===== src/rtl/sub_nibble_seq.sv =====
// ---------------------------------------------------------------------------
// sub_nibble_seq
//   Sequential WIDTH-bit subtractor: computes i_a - i_b - i_bin one 4-bit
//   nibble per clock, least-significant nibble first. A single registered
//   borrow links consecutive nibbles. Each nibble is produced by
//   sub_nibble_slice, the borrow-form twin of the 4-bit carry-lookahead
//   adder slice: a + ~b + ~borrow, where borrow out = ~carry out.
//
//   Ports
//     i_clk, i_rstn     clock (rising edge), async active-low reset
//     i_valid, o_ready  operand handshake (o_ready = state IDLE)
//     i_a, i_b, i_bin   minuend, subtrahend, borrow in
//     o_valid, i_ready  result handshake (o_valid = state DONE)
//     o_d               difference mod 2^WIDTH
//     o_bout            borrow out of MSB (unsigned a < b + bin)
//     o_ovf             two's-complement overflow
//     o_zero            o_d == 0
//
//   Latency is N = WIDTH/4 cycles from accept to o_valid. Result outputs
//   hold after the result handshake until the next accept.
// ---------------------------------------------------------------------------

// 4-bit borrow-form lookahead slice: d = a - b - bin.
// Ports: a, b (nibbles), bin (borrow in), d (difference), bout (borrow out).
module sub_nibble_slice (
    input  logic [3:0] a,
    input  logic [3:0] b,
    input  logic       bin,
    output logic [3:0] d,
    output logic       bout
);
    logic [3:0] g;
    logic [3:0] p;
    logic [4:0] c;

    // Subtraction as addition of ~b with carry-in ~bin.
    assign g = a & ~b;
    assign p = a ^ ~b;

    assign c[0] = ~bin;
    assign c[1] = g[0] | (p[0] & c[0]);
    assign c[2] = g[1] | (p[1] & g[0]) | (p[1] & p[0] & c[0]);
    assign c[3] = g[2] | (p[2] & g[1]) | (p[2] & p[1] & g[0])
                | (p[2] & p[1] & p[0] & c[0]);
    assign c[4] = g[3] | (p[3] & g[2]) | (p[3] & p[2] & g[1])
                | (p[3] & p[2] & p[1] & g[0])
                | (p[3] & p[2] & p[1] & p[0] & c[0]);

    assign d    = p ^ c[3:0];
    assign bout = ~c[4];
endmodule

module sub_nibble_seq #(
    parameter int WIDTH = 32
) (
    input  logic             i_clk,
    input  logic             i_rstn,
    input  logic             i_valid,
    output logic             o_ready,
    input  logic [WIDTH-1:0] i_a,
    input  logic [WIDTH-1:0] i_b,
    input  logic             i_bin,
    output logic             o_valid,
    input  logic             i_ready,
    output logic [WIDTH-1:0] o_d,
    output logic             o_bout,
    output logic             o_ovf,
    output logic             o_zero
);
    localparam int N  = WIDTH / 4;
    localparam int KW = (N > 1) ? $clog2(N) : 1;
    localparam logic [KW-1:0] K_LAST = KW'(N - 1);

    generate
        if ((WIDTH % 4) != 0 || WIDTH < 8) begin : g_bad_width
            $error("sub_nibble_seq: WIDTH must be a multiple of 4 and >= 8");
        end
    endgenerate

    typedef enum logic [1:0] {
        IDLE = 2'd0,
        RUN  = 2'd1,
        DONE = 2'd2
    } state_t;

    state_t           state;
    logic [WIDTH-1:0] a_q;
    logic [WIDTH-1:0] b_q;
    logic             borrow_q;
    logic [KW-1:0]    k_q;

    logic [KW+1:0]    base;
    logic [3:0]       a_nib;
    logic [3:0]       b_nib;
    logic [3:0]       nib_d;
    logic             nib_bout;
    logic [WIDTH-1:0] d_next;

    // Bit offset of the current nibble.
    assign base  = {k_q, 2'b00};
    assign a_nib = a_q[base +: 4];
    assign b_nib = b_q[base +: 4];

    sub_nibble_slice u_slice (
        .a    (a_nib),
        .b    (b_nib),
        .bin  (borrow_q),
        .d    (nib_d),
        .bout (nib_bout)
    );

    // o_d with the current nibble merged in; on the last step this is the
    // fully assembled difference, so zero/overflow flags derive from it.
    always_comb begin
        d_next             = o_d;
        d_next[base +: 4]  = nib_d;
    end

    assign o_ready = (state == IDLE);
    assign o_valid = (state == DONE);

    always_ff @(posedge i_clk or negedge i_rstn) begin
        if (!i_rstn) begin
            state    <= IDLE;
            a_q      <= '0;
            b_q      <= '0;
            borrow_q <= 1'b0;
            k_q      <= '0;
            o_d      <= '0;
            o_bout   <= 1'b0;
            o_ovf    <= 1'b0;
            o_zero   <= 1'b0;
        end else begin
            case (state)
                IDLE: begin
                    if (i_valid) begin
                        a_q      <= i_a;
                        b_q      <= i_b;
                        borrow_q <= i_bin;
                        k_q      <= '0;
                        o_d      <= '0;
                        state    <= RUN;
                    end
                end
                RUN: begin
                    o_d      <= d_next;
                    borrow_q <= nib_bout;
                    if (k_q == K_LAST) begin
                        o_bout <= nib_bout;
                        o_ovf  <= (a_q[WIDTH-1] != b_q[WIDTH-1]) &&
                                  (d_next[WIDTH-1] != a_q[WIDTH-1]);
                        o_zero <= (d_next == '0);
                        state  <= DONE;
                    end else begin
                        k_q <= k_q + 1'b1;
                    end
                end
                DONE: begin
                    if (i_ready) state <= IDLE;
                end
                default: state <= IDLE;
            endcase
        end
    end
endmodule


===== config.mk =====
export PLATFORM = sky130hd
export DESIGN_NAME = sub_nibble_seq
export DESIGN_NICKNAME = d
export VERILOG_FILES = /design/src/rtl/sub_nibble_seq.sv
export SDC_FILE = /design/constraint.sdc
export NUM_CORES = 1
export LEC_CHECK = 0
export ABC_AREA = 1
export BUFFER_PORTS_ARGS = -buffer_cell sky130_fd_sc_hd__buf_2
export CORE_UTILIZATION = 50
export CTS_CLUSTER_SIZE = 28
export DETAILED_ROUTE_END_ITERATION = 6
export PLACE_DENSITY_LB_ADDON = 0.08
export SLEW_MARGIN = 20
export SYNTH_ARGS = -nofsm -noshare
export SYNTH_HDL_FRONTEND = slang
export SYNTH_SLANG_ARGS = --single-unit

===== constraint.sdc =====
create_clock -name i_clk -period 2.6 [get_ports i_clk]
set_input_delay 0.39 -clock i_clk [delete_from_list [all_inputs] [get_ports i_clk]]
set_output_delay 0.39 -clock i_clk [all_outputs]
set_load 0.05 [all_outputs]

# [Word level (Yosys, flattened, before mapping)]
# Cells that the tools add are included.
[totals] ff_bits=105 input_bits=69 out_inout_bits=37 wordCells=77
[classes] add_sub_neg=2 eq_ne=9 n_shift=4 n_mux=12 bitwise=32 n_reduce_logical=9
[ops] cell="$pmux W32 S2" count=1
[ops] cell="$shiftx A32 B6 Y4" count=2
[ops] cell="$bwmux W32" count=1
[ops] cell="$logic_not A32 Y1" count=1
[ops] cell="$mux W32" count=1
[ops] cell="$shift A4 B7 Y32 const A" count=1
[ops] cell="$shiftx A4 B7 Y32" count=1
[ops] cell="$and A1 B1 Y1" count=16
[ops] cell="$or A1 B1 Y1" count=10
[ops] cell="$xor A4 B4 Y4" count=2
[ops] cell="$neg A5 Y7" count=1
[ops] cell="$mux W2" count=3
[ops] cell="$mux W3" count=2
[ops] cell="$ne A2 B2 Y1 const B" count=3
[ops] cell="$pmux W2 S3" count=1
[ops] cell="$pmux W3 S2" count=1
[ops] cell="$reduce_and A2 Y1" count=3
[ops] cell="$reduce_and A3 Y1" count=2
[ops] cell="$and A4 B4 Y4" count=1
[ops] cell="$not A4 Y4" count=1
[ops] cell="$add A3 B1 Y3 const B" count=1
[ops] cell="$eq A3 B3 Y1 const B" count=1
[ops] cell="$eq A2 B1 Y1 const B" count=1
[ops] cell="$eq A2 B2 Y1 const B" count=1
[ops] cell="8 further kinds" count=10

# [Longest topological paths before layout]
[logic_depth] word_depth=12 ltp_mapped=19 ltp_nobuf=18

# [By module]
# From an unflattened synthesis, not the netlist that was laid out.
[hier_totals] cells_unflattened=591 hier_area_um2=5447.7
[by_module_without_submodules] mod="sub_nibble_seq" instances=1 cells_per_inst=550 area_per_inst_um2=5218.8 seq_area_each_um2=2627.5
[by_module_without_submodules] mod="sub_nibble_slice" instances=1 cells_per_inst=41 area_per_inst_um2=229.0 seq_area_each_um2=0.0

# [Least setup slack after synthesis]
# Ideal clock, no wire load.
[synth_timing] path_type="register to register" start="register k_q[0]" end="register o_zero" setup_time_ps=66 t_arrival_ps=2565 required_time_ps=2534 slack_ps=-31 path_stages_with_launch=17 n_path_buf=1 period_less_slack_ps=2631 cell_sequence="dfrtp_1 > inv_2 > clkbuf_1 > nor2_1 > o22ai_1 > nand2_1 > o21ai_0 > inv_1 > fa_1 > inv_1 > o21ai_1 > nand3_1 > nor2_1 > nand2_1 > nor2_1 > nand3_1 > nand2_1"
[synth_via] elab_chain_len=11 elab_cells_between_ends=28 cone_classes="add/sub (1); eq/ne (1); shift (4); mux (1); bitwise (19); reduce/logical (2)"
[synth_rtl] item="start: declaration" line_no="90" source="logic [KW-1:0] k_q;"
[synth_rtl] item="start signal: assignment" line_no="155" source="k_q <= k_q + 1'b1;"
[synth_rtl] item="$shiftx A32 B6 Y4" line_no="102" source="assign b_nib = b_q[base +: 4];"
[synth_rtl] item="$not A4 Y4" line_no="37, 38"
[synth_rtl] item="$xor A4 B4 Y4 / $and A4 B4 Y4 (equally long branches)" line_no="38, 37"
[synth_rtl] item="$and A1 B1 Y1 (on tied branches)" line_no="43, 44"
[synth_rtl] item="$or A1 B1 Y1, or another cell as far along" line_no="43" source="assign c[3] = g[2] | (p[2] & g[1]) | (p[2] & p[1] & g[0])"
[synth_rtl] item="$or A1 B1 Y1 / $and A1 B1 Y1 (equally long branches)" line_no="43, 44"
[synth_rtl] item="$or A1 B1 Y1" line_no="44" source="| (p[2] & p[1] & p[0] & c[0]);"
[synth_rtl] item="$xor A4 B4 Y4" line_no="49" source="assign d = p ^ c[3:0];"
[synth_rtl] item="$shiftx A4 B7 Y32" line_no="116" source="d_next[base +: 4] = nib_d;"
[synth_rtl] item="$bwmux W32" line_no="116"
[synth_rtl] item="$logic_not A32 Y1" line_no="152" source="o_zero <= (d_next == '0);"
[synth_rtl] item="end signal: assignment" line_no="152"
[synth_rtl] item="end: declaration" line_no="68" source="output logic o_zero"
# Several ways; a longest one is shown, not always the timed one.
# A chain may end at the register's enable or synchronous reset.

# [Final worst setup path]
# Ends and elaborated chain as after synthesis.

==> run summary <==
Global Route Usage Sum: 27.8%
Die Y: 106 µm
GPL Wtd Cong: 0.885
initial antenna violation count: 0
crit path max fanout: 8
maximum clock frequency: 379 MHz
first-pass GRT wire length: 24.2 mm
drt pass-1 iters: 5
sequential area share after synthesis: 49.0%
IO Port Bufs: 105
FF+latch area: 0.00263 mm²
routed length per instance: 15.3 µm
residual DRC count: 0
fin area: 0.00734 mm²
total CTS buffers: 9
H-tree Lvls: 3
Setup Viol. Count Final: 1
Initial Utilization: 51.8%
Worst Path Required: 2.92 ns
CTS sink count: 105
Syn Nets: 781
dpl hpwl: 10.6 mm
Post-Syn Area: 0.00537 mm²
status: finished, violations left
most frequent cell after synthesis: nand2_1
prevailing post-synth register cell: dfrtp_1
largest net degree at the start of global routing: 65
max-cap viol count: 0
Worst Path Arrival: 2.96 ns
YS warnings: 0
Post-CTS Hold Buffers: 0
Min Clock Period, post-route: 2.64 ns
pre-CTS WS: -0.263 ns
CTS tree: yes
Routed WL: 15.5 mm
Site Rows: 37
I/O pin total: 106
CP endpoint kind: flop
failing checks: negative setup slack
top cell type's share of synthesized area: 49.0%
Setup Skew: 0.0162 ns
unrepaired setup endpoints after global routing: yes
Core Region: 0.0104 mm²
1st-iter DRT viols: 256
Max Slew Vio Count: 0
syn_area_per_cell: 7.65 µm²
Worst Hold Class: in2async
top cells by count, synth: nand2_1, dfrtp_1, nor2_1, o21ai_0, nand3_1
Chip Width: 106 µm
Clock Root Buffer: clkbuf_8
fin util: 70.8%
via count: 5362
startpoint class of the critical path: flop
Worst Setup SP: k_q[0]
Rel. slew slack: 54.3%
Diodes inserted: 0
vias per inst: 5.29
Routed Antenna Nets: 0
clock buffer depth: 2
Final TNS setup: -0.0360 ns
share of layout cells above drive strength 1: 36.0%
dpl cell area: 0.00645 mm²
vias in the first global route: 5041
Reg clk slew, reported paths: 0.10 ns
Post-Synthesis Cells: 702
top cells by area, synth: dfrtp_1, nand2_1, nor2_1, o21ai_0, nand3_1
final hold vios: 0
worst reg2reg path startpoint: k_q[0]
Synth cell types: 33
multi-input logic area: 0.00286 mm²
filler instances: 884
Post-layout nets: 952
final worst slack: -0.0360 ns
P&R area growth vs syn: 36.7%
Post-synth EDFFs: 0
residual overflow from global routing: 0
FF+latch count, synth: 105
Setup Crit Path Kind: reg2reg
clk_lat worst skew: 0.38 ns
Synth async-reset ratio: 100%
period utilization: 101%
DIE AREA: 0.0112 mm²
Worst Tran Pin Value: 0.686 ns
post-synthesis cell type with the largest combined area: dfrtp_1
## critical path: stages (launching register included)
cell	delay (ns)
dfrtp_2	0.46
buf_6	0.15
o21ai_1	0.16
o22ai_1	0.12
nor2_1	0.17
a31oi_2	0.07
ha_1	0.36
nor2_2	0.06
buf_4	0.13
nor2_4	0.17
nand2_4	0.15
nand3_4	0.10
nand2_4	0.06
nor2_4	0.10
nand2_2	0.06
nor2_2	0.12
nand3_1	0.08
nand2_1	0.06
## cell families (layout without fill, tap and decap cells)
kind of cell             after synthesis  after routing  synth area share [%]
adder cells (fa/ha/maj)               10             10                  2.47
AND/OR/NAND/NOR                      412            413                  31.4
flip-flops                           105            105                  49.0
buffers and inverters                 74            248                  5.45
AO/OA/AOI/OAI                        101            101                  11.7
## stage by stage
step                      hold slack [ns]  cells
after detailed placement            0.461    976
final                              0.0272   1013
after CTS                          0.0536    994
after global routing               0.0811   1013
after floorplan                    0.0944    702
after global placement              0.461    976
## cell type report
| type | count | area share (%) |
|---|---|---|
| clock buffer | 12 | 1.98 |
| clock inverter | 3 | 0.886 |
| inverter | 42 | 2.30 |
| multi-input combinational | 524 | 39.0 |
| sequential | 105 | 35.8 |
| tap | 136 | 2.32 |
| timing repair buffer | 190 | 17.6 |
| timing repair inverter | 1 | 0.102 |
## registers in the layout (all words and copies together), names as in the netlist
| register | count |
|---|---|
| o_ovf | 1 |
| borrow_q | 1 |
| o_bout | 1 |
| o_zero | 1 |
| b_q | 32 |
| state | 2 |
| o_d | 32 |
| k_q | 3 |
| a_q | 32 |
## routing by layer
| metal | routed length [µm] | track usage, % | part of all wire [%] |
|---|---|---|---|
| met4 | 440 | 13.8 | 2.8 |
| met5 | 0 | 0 | 0 |
| met1 | 6730 | 35.5 | 43 |
| met2 | 7730 | 47.0 | 50 |
| met3 | 616 | 3.09 | 4.0 |
## path summary, 6_finish.rpt
| path | end | slack, ns | depth (start not counted) |
|---|---|---|---|
| min in group i_clk | state[1] | 0.18 | 2 |
| max in group asynchronous | k_q[0] | 1.89 | 2 |
| min reg2reg | b_q[4] | 0.49 | 2 |
| max reg2reg | o_zero | -0.04 | 17 |
| min | o_d[18] | 0.03 | 1 |
| max | o_zero | -0.04 | 17 |
## what timing repair did
item / 4_1_cts / 5_1_grt
gates resized for setup: 19 / 131
cloned: 1 / 3
endpoints found under the setup margin: 10 / 24
pin swaps: 3 / 58
buffers inserted: 2 / 16
## cell usage in the layout (no fill, tap or decap), types with 2 or more instances in the layout
cell type,synthesis,layout
nor2_2,4,14
o21ai_1,5,15
buf_4,2,64
o22ai_1,20,18
ha_1,9,5
a22o_1,18,18
nand2_1,294,271
buf_8,0,2
inv_2,10,13
dfrtp_2,0,2
nand4_1,2,2
o22ai_2,0,2
nand3_4,1,5
clkbuf_1,17,2
nor3_1,2,2
nand2_2,4,20
buf_12,0,3
nand3_1,35,20
nor2_4,4,10
o221ai_1,3,3
o211ai_1,3,3
nand3_2,1,12
inv_1,32,26
o21ai_2,0,13
dfrtp_1,105,103
a31oi_2,0,2
nor2_1,63,47
buf_6,0,15
clkinvlp_4,0,2
ha_4,0,3
clkbuf_8,0,10
o21ai_0,46,23
nand2_4,1,9
buf_2,5,105
bufinv_16,0,2
Power is not shown: default switching activity piles up to over one toggle a cycle in this logic, so the estimate is an artifact.
